==> src/rtl/table_fsm_seq_pkg.sv <==
// Shared types and sizing helpers for the table-driven sequencer.
// Entry layout is {next_state, out}; table index is {in_sym, state}.
package seq_pkg;

    typedef enum logic [1:0] {
        MODE_IDLE  = 2'd0,
        MODE_RUN   = 2'd1,
        MODE_FAULT = 2'd2
    } mode_e;

    localparam int DEF_STATE_W = 3;
    localparam int DEF_IN_W    = 2;
    localparam int DEF_OUT_W   = 3;
    localparam int DEF_CNT_W   = 8;
    localparam int ADDR_W      = DEF_STATE_W + DEF_IN_W;
    localparam int ENTRY_W     = DEF_STATE_W + DEF_OUT_W;

    function automatic int addr_w(input int state_w, input int in_w);
        return state_w + in_w;
    endfunction

    function automatic int entry_w(input int state_w, input int out_w);
        return state_w + out_w;
    endfunction

endpackage

==> src/rtl/table_fsm_seq_if.sv <==
// Control, table-programming and status bundle of the table-driven sequencer.
// The master side drives commands and table writes; the slave side is the sequencer.
interface table_fsm_seq_if
    import seq_pkg::*;
#(
    parameter int STATE_W = DEF_STATE_W,
    parameter int IN_W    = DEF_IN_W,
    parameter int OUT_W   = DEF_OUT_W,
    parameter int CNT_W   = DEF_CNT_W
) ();

    localparam int AW = addr_w(STATE_W, IN_W);
    localparam int EW = entry_w(STATE_W, OUT_W);

    logic [IN_W-1:0]    in_sym;
    logic               step;
    logic               start;
    logic               halt;
    logic               clr;
    logic               wr_en;
    logic [AW-1:0]      wr_addr;
    logic [EW-1:0]      wr_data;
    logic [STATE_W-1:0] state_q;
    logic [OUT_W-1:0]   out_q;
    logic               busy;
    logic               fault;
    logic               wr_err;
    logic [CNT_W-1:0]   steps;

    modport master (
        output in_sym, step, start, halt, clr, wr_en, wr_addr, wr_data,
        input  state_q, out_q, busy, fault, wr_err, steps
    );

    modport slave (
        input  in_sym, step, start, halt, clr, wr_en, wr_addr, wr_data,
        output state_q, out_q, busy, fault, wr_err, steps
    );

endinterface

==> src/rtl/table_fsm_seq_fsm_table_mem.sv <==
// Transition table: one write port, one asynchronous read port, per-entry valid bits.
// Data is not reset; only valid bits clear on res. A same-cycle read sees the old entry.
module fsm_table_mem
    import seq_pkg::*;
#(
    parameter int STATE_W = DEF_STATE_W,
    parameter int IN_W    = DEF_IN_W,
    parameter int OUT_W   = DEF_OUT_W
) (
    input  logic                                 clk,
    input  logic                                 res,
    input  logic                                 we_i,
    input  logic [addr_w(STATE_W, IN_W)-1:0]     waddr_i,
    input  logic [entry_w(STATE_W, OUT_W)-1:0]   wdata_i,
    input  logic [addr_w(STATE_W, IN_W)-1:0]     raddr_i,
    output logic [entry_w(STATE_W, OUT_W)-1:0]   rdata_o,
    output logic                                 rvalid_o
);

    localparam int AW    = addr_w(STATE_W, IN_W);
    localparam int EW    = entry_w(STATE_W, OUT_W);
    localparam int DEPTH = 1 << AW;

    logic [EW-1:0]    mem_q [DEPTH];
    logic [DEPTH-1:0] valid_q;

    // Table data write port
    always_ff @(posedge clk) begin
        if (we_i) begin
            mem_q[waddr_i] <= wdata_i;
        end
    end

    // Valid bits: cleared by reset, set by any write
    always_ff @(posedge clk or negedge res) begin
        if (!res) begin
            valid_q <= '0;
        end else if (we_i) begin
            valid_q[waddr_i] <= 1'b1;
        end else begin
            valid_q <= valid_q;
        end
    end

    assign rdata_o  = mem_q[raddr_i];
    assign rvalid_o = valid_q[raddr_i];

endmodule

==> src/rtl/table_fsm_seq.sv <==
// Table-driven sequencer: IDLE/RUN/FAULT mode FSM, state/out registers, saturating step counter.
// Optional SEQ_INPUT_SYNC_EN puts a 2-flop synchroniser in front of the table's symbol address.
module table_fsm_seq
    import seq_pkg::*;
#(
    parameter int STATE_W     = DEF_STATE_W,
    parameter int IN_W        = DEF_IN_W,
    parameter int OUT_W       = DEF_OUT_W,
    parameter int START_STATE = 0,
    parameter int CNT_W       = DEF_CNT_W
) (
    input logic            clk,
    input logic            res,
    table_fsm_seq_if.slave bus
);

    localparam int EW = entry_w(STATE_W, OUT_W);
    localparam logic [STATE_W-1:0] START_S = STATE_W'(START_STATE);

    mode_e              mode_q, mode_d;
    logic [STATE_W-1:0] state_q, state_d;
    logic [OUT_W-1:0]   out_q, out_d;
    logic [CNT_W-1:0]   steps_q, steps_d;
    logic               wr_err_q, wr_err_d;
    logic               we_s;
    logic [IN_W-1:0]    sym_s;
    logic [EW-1:0]      rd_data_s;
    logic               rd_valid_s;
    logic [STATE_W-1:0] nxt_state_s;
    logic [OUT_W-1:0]   nxt_out_s;

`ifdef SEQ_INPUT_SYNC_EN
    logic [IN_W-1:0] sync1_q, sync2_q;

    // Two-flop synchroniser on the input symbol
    always_ff @(posedge clk or negedge res) begin
        if (!res) begin
            sync1_q <= '0;
            sync2_q <= '0;
        end else begin
            sync1_q <= bus.in_sym;
            sync2_q <= sync1_q;
        end
    end

    assign sym_s = sync2_q;
`else
    assign sym_s = bus.in_sym;
`endif

    fsm_table_mem #(
        .STATE_W (STATE_W),
        .IN_W    (IN_W),
        .OUT_W   (OUT_W)
    ) u_mem (
        .clk      (clk),
        .res      (res),
        .we_i     (we_s),
        .waddr_i  (bus.wr_addr),
        .wdata_i  (bus.wr_data),
        .raddr_i  ({sym_s, state_q}),
        .rdata_o  (rd_data_s),
        .rvalid_o (rd_valid_s)
    );

    assign nxt_state_s = rd_data_s[EW-1 -: STATE_W];
    assign nxt_out_s   = rd_data_s[OUT_W-1:0];

    // Mode FSM next-state, table write gating and datapath updates
    always_comb begin
        mode_d   = mode_q;
        state_d  = state_q;
        out_d    = out_q;
        steps_d  = steps_q;
        we_s     = 1'b0;
        wr_err_d = bus.wr_en & (mode_q != MODE_IDLE);
        case (mode_q)
            MODE_IDLE: begin
                we_s = bus.wr_en;
                if (bus.halt) begin
                    mode_d = MODE_IDLE;
                end else if (bus.start) begin
                    mode_d  = MODE_RUN;
                    state_d = START_S;
                    out_d   = '0;
                    steps_d = '0;
                end else begin
                    mode_d = MODE_IDLE;
                end
            end
            MODE_RUN: begin
                if (bus.halt) begin
                    mode_d = MODE_IDLE;
                end else if (bus.step && rd_valid_s) begin
                    state_d = nxt_state_s;
                    out_d   = nxt_out_s;
                    if (steps_q != '1) begin
                        steps_d = steps_q + CNT_W'(1);
                    end else begin
                        steps_d = steps_q;
                    end
                end else if (bus.step) begin
                    mode_d = MODE_FAULT;
                    out_d  = '0;
                end else begin
                    mode_d = MODE_RUN;
                end
            end
            MODE_FAULT: begin
                if (bus.clr) begin
                    mode_d  = MODE_IDLE;
                    state_d = START_S;
                    out_d   = '0;
                end else begin
                    mode_d = MODE_FAULT;
                end
            end
            // An illegal mode encoding is treated as a fault
            default: begin
                mode_d = MODE_FAULT;
                out_d  = '0;
            end
        endcase
    end

    // Sequencer registers
    always_ff @(posedge clk or negedge res) begin
        if (!res) begin
            mode_q   <= MODE_IDLE;
            state_q  <= START_S;
            out_q    <= '0;
            steps_q  <= '0;
            wr_err_q <= 1'b0;
        end else begin
            mode_q   <= mode_d;
            state_q  <= state_d;
            out_q    <= out_d;
            steps_q  <= steps_d;
            wr_err_q <= wr_err_d;
        end
    end

    assign bus.state_q = state_q;
    assign bus.out_q   = out_q;
    assign bus.steps   = steps_q;
    assign bus.wr_err  = wr_err_q;
    assign bus.busy    = (mode_q == MODE_RUN);
    assign bus.fault   = (mode_q == MODE_FAULT);

endmodule
==> src/flat_wrapper.sv <==
// flat-port wrapper written by rule: the top's interface ports become plain ports
module table_fsm_seq_flat import seq_pkg::*;
#(
    parameter int STATE_W     = DEF_STATE_W,
    parameter int IN_W        = DEF_IN_W,
    parameter int OUT_W       = DEF_OUT_W,
    parameter int START_STATE = 0,
    parameter int CNT_W       = DEF_CNT_W
)
  (clk, res, bus_in_sym, bus_step, bus_start, bus_halt, bus_clr, bus_wr_en, bus_wr_addr, bus_wr_data, bus_state_q, bus_out_q, bus_busy, bus_fault, bus_wr_err, bus_steps);
  table_fsm_seq_if #(.STATE_W(STATE_W), .IN_W(IN_W), .OUT_W(OUT_W), .CNT_W(CNT_W)) bus_i ();
  input logic clk;
  input logic res;
  input wire logic [$bits(bus_i.in_sym)-1:0] bus_in_sym;
  input wire logic [$bits(bus_i.step)-1:0] bus_step;
  input wire logic [$bits(bus_i.start)-1:0] bus_start;
  input wire logic [$bits(bus_i.halt)-1:0] bus_halt;
  input wire logic [$bits(bus_i.clr)-1:0] bus_clr;
  input wire logic [$bits(bus_i.wr_en)-1:0] bus_wr_en;
  input wire logic [$bits(bus_i.wr_addr)-1:0] bus_wr_addr;
  input wire logic [$bits(bus_i.wr_data)-1:0] bus_wr_data;
  output wire logic [$bits(bus_i.state_q)-1:0] bus_state_q;
  output wire logic [$bits(bus_i.out_q)-1:0] bus_out_q;
  output wire logic [$bits(bus_i.busy)-1:0] bus_busy;
  output wire logic [$bits(bus_i.fault)-1:0] bus_fault;
  output wire logic [$bits(bus_i.wr_err)-1:0] bus_wr_err;
  output wire logic [$bits(bus_i.steps)-1:0] bus_steps;
  assign bus_i.in_sym = bus_in_sym;
  assign bus_i.step = bus_step;
  assign bus_i.start = bus_start;
  assign bus_i.halt = bus_halt;
  assign bus_i.clr = bus_clr;
  assign bus_i.wr_en = bus_wr_en;
  assign bus_i.wr_addr = bus_wr_addr;
  assign bus_i.wr_data = bus_wr_data;
  assign bus_state_q = bus_i.state_q;
  assign bus_out_q = bus_i.out_q;
  assign bus_busy = bus_i.busy;
  assign bus_fault = bus_i.fault;
  assign bus_wr_err = bus_i.wr_err;
  assign bus_steps = bus_i.steps;
  table_fsm_seq #(.STATE_W(STATE_W), .IN_W(IN_W), .OUT_W(OUT_W), .START_STATE(START_STATE), .CNT_W(CNT_W)) u_core (.clk(clk), .res(res), .bus(bus_i));
endmodule
==> config.mk <==
export PLATFORM = sky130hd
export DESIGN_NAME = table_fsm_seq_flat
export DESIGN_NICKNAME = d
export VERILOG_FILES = /design/src/rtl/table_fsm_seq_pkg.sv /design/src/rtl/table_fsm_seq_if.sv /design/src/rtl/table_fsm_seq_fsm_table_mem.sv /design/src/rtl/table_fsm_seq.sv /design/src/flat_wrapper.sv
export SDC_FILE = /design/constraint.sdc
export NUM_CORES = 1
export LEC_CHECK = 0
export ABC_AREA = 1
export BUFFER_PORTS_ARGS = -buffer_cell sky130_fd_sc_hd__clkbuf_2
export CORE_MARGIN = 2
export CORE_UTILIZATION = 44
export DETAILED_ROUTE_END_ITERATION = 10
export GPL_TIMING_DRIVEN = 0
export MAX_ROUTING_LAYER = met4
export PLACE_DENSITY_LB_ADDON = 0.25
export SYNTH_ARGS = -nofsm -noshare
export SYNTH_HDL_FRONTEND = slang
export SYNTH_SLANG_ARGS = --single-unit
==> constraint.sdc <==
create_clock -name clk -period 1.95 [get_ports clk]
set_input_delay 0.195 -clock clk [delete_from_list [all_inputs] [get_ports clk]]
set_output_delay 0.195 -clock clk [all_outputs]
set_load 0.1 [all_outputs]
==> impl_metrics.env <==
export IMPL_r2r_cells=13
export IMPL_cts_root_buffer="clkbuf_16"
export IMPL_crit_path_start_kind="register"
export IMPL_skew_ps=8.13
export IMPL_start_util_pct=45.1
export IMPL_place_hpwl_um=17800
export IMPL_tightestPinTransition_ps=681
export IMPL_overflow=0
export IMPL_die_height_um=157
export IMPL_ant_nets=0
export IMPL_diodes=0
export IMPL_drive_gt1_share_pct=24.3
export IMPL_p_total_mw=16.9
export IMPL_drc=0
export IMPL_htree_num_levels=1
export IMPL_cts_buffers=25
export IMPL_worstSetupEndpointType="register"
export IMPL_hold_violations=0
export IMPL_fin_area_um2=12600
export IMPL_cp_max_fo=10
export IMPL_layout_common_cells="286 x nand2_1, 192 x edfxtp_1, 187 x nand3_1"
export IMPL_place_ws_ps=-948
export IMPL_viasPerCell=5.63
export IMPL_antenna_found_initial=0
export IMPL_place_congestion=0.861
export IMPL_track_usage_pct=24.8
export IMPL_finalNetCount=1061
export IMPL_cts_path_max_buffers=3
export IMPL_ys_warn_count=0
export IMPL_hold_ws_ps=59.1
export IMPL_rr_startpoint="u_core.bus.state_q[0]$_DFFE_PN0P_"
export IMPL_p_per_area_nw_per_um2=1340
export IMPL_cts_tree="built"
export IMPL_fp_dieW_um=157
export IMPL_p_leak_nw=4.93
export IMPL_mostFrequentLayoutCell="nand2_1"
export IMPL_synth_cell_types=25
export IMPL_core_area_um2=22700
export IMPL_setup_tns_final_ps=0
export IMPL_hp_class="input pin to register"
export IMPL_period_needed_ps=1920
export IMPL_run_status="finished clean"
export IMPL_r2r_end="u_core.bus.state_q[2]$_DFFE_PN0P_"
export IMPL_fill_cells=1865
export IMPL_io_buffers=35
export IMPL_ys_seq_area_share_pct=68.3
export IMPL_synthCells=941
export IMPL_vias=7561
export IMPL_routed_wirelength_um=29000
export IMPL_die_area_um2=24500
export IMPL_path_clk_slew_ps=60
export IMPL_dpl_cell_area_um2=10800
export IMPL_final_max_slew_viol_count=0
export IMPL_syn_area_um2=10200
export IMPL_min_to="u_core.mode_q[0]$_DFFE_PN0P_"
export IMPL_hp_start="bus_start"
export IMPL_grt_max_degree=50
export IMPL_clock_sinks=241
export IMPL_io_pins=37
export IMPL_ys_ff_latch=241
export IMPL_hold_path_depth=5
export IMPL_num_rows=55
export IMPL_setup_violations=0
export IMPL_clk_latency_ps=520
export IMPL_relSlewSlack_pct=54.6
export IMPL_grt_pass1_vias=7353
export IMPL_syn2layout_area_growth_pct=23.4
export IMPL_cap_violations=0
export IMPL_min_period_over_period_pct=98.4
export IMPL_required_ps=2360
export IMPL_peakVddDrop_mv=0.759
export IMPL_drt_pass1_iter_count=5
export IMPL_routedWlPerCell_um=21.6
export IMPL_crit_type="register to register"
export IMPL_reg2reg_slack_ps=30
export IMPL_grt_pass1_wl_um=43500
export IMPL_avgSynthCellArea_um2=10.9
export IMPL_fmax_ghz=0.521
export IMPL_syn_nets=962
export IMPL_worstPathArrival_ps=2330
export IMPL_drtIter0Drc=815
export IMPL_finalWorstSetupSlack_ps=30.7
export IMPL_rsz0062_at_grt="yes"
## synth_stat cells
cell | instances | area (um^2)
ha_1 | 1 | 12.5
nor2_1 | 70 | 263
nand3_1 | 195 | 976
nand3_2 | 4 | 40.0
dfrtp_1 | 49 | 1230
buf_4 | 11 | 82.6
xor2_1 | 1 | 8.76
o21ai_1 | 3 | 15.0
nor3_1 | 4 | 20.0
buf_6 | 15 | 169
inv_2 | 5 | 18.8
buf_1 | 2 | 7.51
o22ai_1 | 3 | 18.8
edfxtp_1 | 192 | 5770
buf_2 | 13 | 65.1
nand2_1 | 291 | 1090
clkbuf_8 | 3 | 41.3
inv_1 | 19 | 71.3
o311ai_1 | 1 | 8.76
and3_1 | 2 | 12.5
nand2_2 | 2 | 12.5
or2_2 | 32 | 200
o21ai_0 | 15 | 75.1
a21oi_1 | 6 | 30.0
clkbuf_1 | 2 | 7.51
## worst max path at each step
stage	startpoint	end	slack, ps	depth (start not counted)
5_1_grt	u_core.bus.state_q[0]$_DFFE_PN0P_	u_core.bus.steps[3]$_DFFE_PN0P_	-40	13
6_report	u_core.bus.state_q[0]$_DFFE_PN0P_	u_core.bus.state_q[2]$_DFFE_PN0P_	30	13
2_1_floorplan	u_core.bus.steps[0]$_DFFE_PN0P_	u_core.bus.steps[5]$_DFFE_PN0P_	10	12
3_3_place_gp	u_core.mode_q[0]$_DFFE_PN0P_	u_core.u_mem.mem_q[28][1]$_DFFE_PP_	-880	5
4_1_cts	u_core.bus.state_q[0]$_DFFE_PN0P_	u_core.bus.out_q[0]$_DFFE_PN0P_	1	12
3_5_place_dp	u_core.mode_q[0]$_DFFE_PN0P_	u_core.u_mem.mem_q[29][1]$_DFFE_PP_	-950	5
## report_power, final
group | leakage [nW] | switching (mW) | internal (mW)
clock network | 0.394 | 1.91 | 2.72
registers | 2.34 | 0.265 | 5.95
logic | 2.20 | 3.99 | 2.07
## kinds of logic (layout without fill, tap and decap cells)
kind of cell               after synthesis  after routing  share of synthesized area [%]
buffers and inverters                   70            187                           4.52
xor gates and xnor gates                 1              1                         0.0855
and+or+nand+nor                        600            600                           25.5
AOI/OAI and AO/OA                       28             28                           1.44
DFF                                    241            241                           68.3
adders and majority gates                1              1                          0.122
## per-layer routing
| layer | track usage [%] | vias up | share of wire (%) |
|---|---|---|---|
| li1 | - | 3436 | - |
| met1 | 34.0 | 3702 | 42 |
| met2 | 38.9 | 358 | 48 |
| met3 | 3.54 | 65 | 7.7 |
| met4 | 7.60 | 0 | 2.8 |
| met5 | - | - | 0 |
## layout make-up
cell class	count	area [um^2]	area share, %
inverters	24	95.1	0.753
well taps	285	357	2.82
plain buffers	46	507	4.01
flip-flops and latches	241	7010	55.5
multi-input cells	630	3150	24.9
clock buffers	33	686	5.43
repair buffers	72	729	5.77
clock inverters	12	105	0.832
## stage by stage
stage / instances / utilization, %
floorplan: 941 / -
global placement: 1261 / 47.5
detailed placement: 1261 / 47.5
CTS: 1339 / 54.5
global route: 1343 / 55.6
finish: 1343 / 55.6
## worst max-delay path: stages, from the launching register on
cell	delay [ps]
dfrtp_2	510
inv_4	80
buf_12	160
clkbuf_8	170
nand2_1	70
nand3_1	70
nand3_1	90
nand2_1	90
nand2_1	70
nand2_1	60
nor2_2	210
nor2_1	70
nand3_1	90
nand2_1	50
## state kept, by name, indices dropped and copies added, names as in the netlist
register	flops
u_core.bus.steps	8
u_core.bus.out_q	3
u_core.u_mem.mem_q	192
u_core.mode_q	2
u_core.bus.state_q	3
u_core.bus.wr_err	1
u_core.u_mem.valid_q	32
## timing repair
action,CTS,global route
hold endpoints to repair,3,0
pin swaps,22,5
hold buffers,3,0
setup buffers,30,3
cloned,0,0
resized for setup,89,54
endpoints found under the setup margin,240,170
Power figures use the tool's default switching activity.
